[src/rtl/slave_cmd_spi_pkg.sv]
// slave_cmd_spi_pkg: shared transaction states and fixed byte values for the
// command-to-SPI bridge.
package slave_cmd_spi_pkg;

    typedef enum logic [2:0] {
        IDLE,
        CS_SETUP,
        CMD_BYTE,
        RESP_BYTE,
        CS_HOLD,
        CS_INACTIVE
    } state_t;

    localparam logic [4:0] CMD_PREFIX = 5'b00000;
    localparam logic [7:0] DUMMY_BYTE = 8'h00;

    function automatic logic [7:0] cmd_byte(input logic [2:0] cmd);
        return {CMD_PREFIX, cmd};
    endfunction

endpackage

[src/rtl/spi_master_byte.sv]
// spi_master_byte: shifts one byte out on MOSI and one byte in from MISO,
// generating the SPI clock for the selected mode.
module spi_master_byte #(
    parameter int SPI_MODE          = 0,
    parameter int CLKS_PER_HALF_BIT = 2
) (
    input  logic       clk,
    input  logic       rst,
    input  logic       i_start,
    input  logic [7:0] i_byte,
    input  logic       i_miso,
    output logic       o_done,
    output logic [7:0] o_byte,
    output logic       o_sclk,
    output logic       o_mosi
);

    localparam logic CPOL = (SPI_MODE & 2) != 0;
    localparam logic CPHA = (SPI_MODE & 1) != 0;
    localparam int   CW   = CLKS_PER_HALF_BIT > 1 ? $clog2(CLKS_PER_HALF_BIT) : 1;

    logic [CW-1:0] r_cnt;
    logic [3:0]    r_edges;
    logic          r_busy;
    logic          r_sclk;
    logic          r_mosi;
    logic [7:0]    r_tx;
    logic [7:0]    r_rx;
    logic          w_edge;
    logic          w_shift;

    // Even edge numbers are leading edges; CPHA picks which kind shifts MOSI.
    assign w_edge  = r_busy && r_cnt == CW'(CLKS_PER_HALF_BIT - 1);
    assign w_shift = r_edges[0] ^ CPHA;
    assign o_done  = w_edge && r_edges == 4'd15;
    assign o_byte  = r_rx;
    assign o_sclk  = r_sclk;
    assign o_mosi  = r_mosi;

    // A start on the final edge reloads without a gap, keeping bit timing continuous.
    always_ff @(posedge clk or negedge rst) begin
        if (!rst) begin
            r_busy  <= 1'b0;
            r_cnt   <= '0;
            r_edges <= '0;
            r_sclk  <= CPOL;
            r_mosi  <= 1'b0;
            r_tx    <= '0;
            r_rx    <= '0;
        end else begin
            r_cnt <= w_edge ? '0 : (r_busy ? r_cnt + 1'b1 : r_cnt);
            if (w_edge) begin
                r_sclk  <= ~r_sclk;
                r_edges <= r_edges + 1'b1;
                if (w_shift) begin
                    r_mosi <= r_tx[7];
                    r_tx   <= {r_tx[6:0], 1'b0};
                end else begin
                    r_rx <= {r_rx[6:0], i_miso};
                end
                if (o_done) r_busy <= 1'b0;
            end
            if (i_start) begin
                r_busy  <= 1'b1;
                r_cnt   <= '0;
                r_edges <= '0;
                r_tx    <= CPHA ? i_byte : {i_byte[6:0], 1'b0};
                if (!CPHA) r_mosi <= i_byte[7];
            end
        end
    end

endmodule

[src/rtl/slave_command_to_spi.sv]
// slave_command_to_spi: turns a 3-bit command strobe into a two-byte SPI
// transaction and returns the slave's response byte.
module slave_command_to_spi
    import slave_cmd_spi_pkg::*;
#(
    parameter int CLKS_PER_HALF_BIT = 2,
    parameter int SPI_MODE          = 0,
    parameter int CS_INACTIVE_CLKS  = 2
) (
    input  logic       clk,
    input  logic       rst,
    input  logic       transmit,
    input  logic [2:0] command,
    output logic       ready,
    output logic [7:0] tx_byte,
    output logic       valid_out,
    output logic       o_SPI_Clk,
    input  logic       i_SPI_MISO,
    output logic       o_SPI_MOSI,
    output logic       o_SPI_CS_n
);

    localparam int IW = $clog2(CS_INACTIVE_CLKS + 1);

    state_t        r_state;
    state_t        w_next;
    logic [2:0]    r_cmd;
    logic [IW-1:0] r_icnt;
    logic          w_start;
    logic          w_done;
    logic          w_active;
    logic          w_mosi;
    logic [7:0]    w_tx;
    logic [7:0]    w_rx;

    spi_master_byte #(
        .SPI_MODE          (SPI_MODE),
        .CLKS_PER_HALF_BIT (CLKS_PER_HALF_BIT)
    ) u_byte (
        .clk     (clk),
        .rst     (rst),
        .i_start (w_start),
        .i_byte  (w_tx),
        .i_miso  (i_SPI_MISO),
        .o_done  (w_done),
        .o_byte  (w_rx),
        .o_sclk  (o_SPI_Clk),
        .o_mosi  (w_mosi)
    );

    assign w_active   = r_state inside {CS_SETUP, CMD_BYTE, RESP_BYTE, CS_HOLD};
    assign w_start    = r_state == CS_SETUP || (r_state == CMD_BYTE && w_done);
    assign w_tx       = r_state == CS_SETUP ? cmd_byte(r_cmd) : DUMMY_BYTE;
    assign ready      = r_state == IDLE;
    assign o_SPI_CS_n = ~w_active;
    assign o_SPI_MOSI = w_active & w_mosi;

    always_ff @(posedge clk or negedge rst) begin
        if (!rst) r_state <= IDLE;
        else      r_state <= w_next;
    end

    always_comb begin
        w_next = r_state;
        unique case (r_state)
            IDLE:        w_next = transmit ? CS_SETUP : IDLE;
            CS_SETUP:    w_next = CMD_BYTE;
            CMD_BYTE:    w_next = w_done ? RESP_BYTE : CMD_BYTE;
            RESP_BYTE:   w_next = w_done ? CS_HOLD : RESP_BYTE;
            CS_HOLD:     w_next = CS_INACTIVE;
            CS_INACTIVE: w_next = r_icnt == IW'(CS_INACTIVE_CLKS - 1) ? IDLE : CS_INACTIVE;
            default:     w_next = IDLE;
        endcase
    end

    always_ff @(posedge clk or negedge rst) begin
        if (!rst) begin
            r_cmd     <= '0;
            r_icnt    <= '0;
            tx_byte   <= '0;
            valid_out <= 1'b0;
        end else begin
            if (ready && transmit) r_cmd <= command;
            r_icnt    <= r_state == CS_INACTIVE ? r_icnt + 1'b1 : '0;
            valid_out <= r_state == CS_HOLD;
            if (r_state == CS_HOLD) tx_byte <= w_rx;
        end
    end

endmodule

[config.mk]
export PLATFORM = sky130hd
export DESIGN_NAME = slave_command_to_spi
export DESIGN_NICKNAME = d
export VERILOG_FILES = /design/src/rtl/slave_cmd_spi_pkg.sv /design/src/rtl/spi_master_byte.sv /design/src/rtl/slave_command_to_spi.sv
export SDC_FILE = /design/constraint.sdc
export NUM_CORES = 1
export LEC_CHECK = 0
export CORE_MARGIN = 5
export CORE_UTILIZATION = 45
export CTS_BUF_LIST = sky130_fd_sc_hd__clkbuf_8
export CTS_CLUSTER_DIAMETER = 150
export DETAILED_ROUTE_END_ITERATION = 12
export PLACE_DENSITY = 0.75
export SLEW_MARGIN = 20
export SYNTH_ARGS = -nofsm -noshare
export SYNTH_HDL_FRONTEND = slang
export SYNTH_SLANG_ARGS = --single-unit
[constraint.sdc]
create_clock -name clk -period 3.26 [get_ports clk]
set_input_delay 0.652 -clock clk [delete_from_list [all_inputs] [get_ports clk]]
set_output_delay 0.652 -clock clk [all_outputs]
set_load 0.02 [all_outputs]
==> results.ini <==
[synthesis]
ys_warn_count = 0
synthArstFlopShare_pct = 100
synth_adder_area_share_pct = 1.46
synth_top_area_cell = dfrtp_1
synth_xor_area_share_pct = 2.05
yosys-top-cells-count = dfrtp_1 (40), mux2_2 (20), nand2_1 (17), a21oi_1 (9), nor2_1 (9)
syn_nets = 148
ys_seq_area_share_pct = 58.5
ys_ff_latch = 40
synth_top_cell_area_share_pct = 58.5
synth_compound_area_share_pct = 6.73
synthCells = 139
yosysMostFrequentCell = dfrtp_1
synthTopCellsByArea = dfrtp_1 (59%), mux2_2 (13%), nand2_1 (3.7%)
synth_top_family_by_area = multiplexers
synthFlopType = dfrtp_1
synth.distinct_cells = 30
synth_edf_count = 0
synth_area_um2 = 1710
avgSynthCellArea_um2 = 12.3
synthMuxAreaShare_pct = 14.3
synth-simple-area-share_pct = 14.0

[die]
rows = 22
core_um2 = 3660
die-area_um2 = 5130
dieWidth_um = 71.7
start_util_pct = 46.7
die_height_um = 71.7
io_pins = 20

[worst_setup_path]
critical_path.endpoint_type = output pin
cpMaxStageDelayCell = clkdlybuf4s50_1
required_ns = 2.61
worstSetupPathType = flip-flop to output pin
path_cells = nor2_1, xor2_1, clkdlybuf4s50_1
cpPeakStageDelay_ns = 0.63
ff2ff_path_depth = 3
critPathMaxFanout = 10
arrival_ns = 1.89
startpoint_type = flip-flop

[global_route]
grt_pass1_vias = 1137
antenna_found_initial = 0
grtUsageTotal_pct = 13.0
gr-total-overflow = 0
grt_start_max_net_pins = 41
grt_first_pass_wirelength_um = 5260

[routing]
first_iter_violations = 60
drt_first_pass_iters = 4
post_drt_wl_per_cell_um = 14.2
drc = 0
routed_via_density = 5.12
via_count = 1065
routed_wirelength_um = 2960
postRouteAntennaNets = 0

[sta]
rsz0062_at_grt = no
fmax_ghz = 0.393
tightest_slew_ns = 0.869
slew_viol_final = 0
period_needed_ns = 2.54
fin_crit_sh_pct = 78.1
fin_skew_ns = 0.00742
slew_headroom_pct = 42.1
hold_viol = 0
finalSetupViolations = 0
finalSetupTns_ns = 0
setup_slack_ns = 0.715

[power_and_ir_drop]
power.density_nw_per_um2 = 519
combPwrFrac_pct = 1.9
pwr-share-seq_pct = 46.9
power.switching_w = 0.000183
sw_frac_of_total_pct = 17.0
pwr-share-clk_pct = 51.2
internal_power_w = 0.000893
peakVddDrop_v = 0.000354
power_leakage_nw = 0.898

[clock_network]
ctsRootBufferMaster = clkbuf_8
post_cts_buffers = 0
cts_tree = built
cts.sinks = 40
clkLatencyLatePin_ns = 0.29
cts_resized = 0
ctsHoldBuffers = 0
cts_made_buffers = 5
clk_path_buf_depth = 2
clkTransAtPathRegs_ns = 0.08
cts_max_level = 2

[placed_design]
post-place-ws_ns = 1.04
place_congestion = 0.859
post_dp_cell_area_um2 = 1910
port_buffers = 19
hpwl_um = 2110

[job]
cap_violations = 0

[hold_path]
hp-class = flip-flop to flip-flop
hold_depth = 1

[finish]
nets = 168
layout-drive-gt1-share_pct = 23.1
finish.utilization_pct = 56.6
final_cell_area_um2 = 2070
antenna_cells = 0
area_delta_synth_final_pct = 21.1

[run_status]
status = finished, final reports clean

-- routing by layer --
layer	part of all wire, %	vias to the layer above	wire length (um)	track usage, %
li1	-	520	-	-
met1	45	523	1350	16.4
met2	48	20	1410	20.7
met3	5.9	2	173	5.47
met4	0.85	0	25	3.13
met5	0	-	0	0
-- metrics by stage --
| stage | hold slack [ns] | total power [W] | std cells |
|---|---|---|---|
| 2_1_floorplan | 0.356 | 0.000518 | 139 |
| 3_3_place_gp | 0.422 | 0.000534 | 200 |
| 3_5_place_dp | 0.432 | 0.000536 | 200 |
| 4_1_cts | 0.443 | 0.00109 | 208 |
| 5_1_grt | 0.468 | 0.00112 | 208 |
| 6_report | 0.438 | 0.00108 | 208 |
-- logic make-up (layout without fill, tap and decap cells) --
kind of cell | count (synthesis) | count (layout)
DFF | 40 | 40
adders and majority gates | 2 | 2
buffers and inverters | 8 | 29
muxes | 22 | 22
xor gates and xnor gates | 4 | 4
AOI/OAI and AO/OA | 17 | 17
and+or+nand+nor | 46 | 46
-- power by group through the flow --
stage	sequential, W	combinational [W]	clock [W]
2_1_floorplan	0.000513	0.00000476	0
3_3_place_gp	0.000514	0.0000207	0
3_5_place_dp	0.000514	0.0000216	0
4_1_cts	0.000504	0.0000217	0.000567
5_1_grt	0.000505	0.0000241	0.000587
6_report	0.000504	0.0000205	0.000551
-- cell usage in the layout, fill, tap and decap left out --
cell	count
nand4_1	1
and3_1	1
nand2_4	1
inv_1	2
ha_1	2
xnor2_1	2
o31a_2	1
or2_1	1
clkdlybuf4s50_1	18
bufinv_16	3
o311ai_0	1
clkbuf_8	5
nand3_1	4
mux2_2	20
nand2_1	17
or3b_2	2
nor3b_2	1
and2_1	2
o31ai_4	1
or3_1	1
or3_4	1
or2_4	1
dfrtp_1	40
mux2i_1	2
o21ai_0	4
buf_2	1
a32o_1	1
xor2_1	2
a21oi_1	9
nor2_1	9
nand3b_1	1
nor3_1	3
-- worst max-delay path: cells and delay by family (launching register included) --
kind                   cells  cell delay, ns
flip-flops                 1            0.49
XOR/XNOR                   1            0.21
buffers and inverters      1            0.63
AND/OR/NAND/NOR            1            0.28
-- final timing paths --
| kind | startpoint | end | slack, ns |
|---|---|---|---|
| max | r_state[1] | o_SPI_CS_n | 0.72 |
| min | r_icnt[0] | r_icnt[0] | 0.44 |
| max reg2reg | r_state[1] | tx_byte[1] | 1.56 |
| min reg2reg | r_icnt[0] | r_icnt[0] | 0.44 |
| max in group asynchronous | rst | u_byte.r_edges[0] | 2.24 |
| min in group asynchronous | rst | r_cmd[1] | 0.47 |
-- cell type report --
class / instances / area (um^2)
Sequential cell: 40 / 1000
Timing Repair Buffer: 19 / 185
Tap cell: 48 / 60.1
Fill cell: 316 / 1590
Inverter: 2 / 7.51
Clock buffer: 5 / 68.8
Clock inverter: 3 / 90.1
Multi-Input combinational cell: 91 / 659
-- flip-flops by register name, summed over array words and instances (netlist names) --
name and flops:
tx_byte 8, u_byte.o_byte 8, u_byte.r_tx 7, u_byte.r_edges 4
r_cmd 3, r_state 3, r_icnt 2, u_byte.o_mosi 1
u_byte.o_sclk 1, u_byte.r_busy 1, u_byte.r_cnt 1, valid_out 1
(Power assumes the default switching activity.)
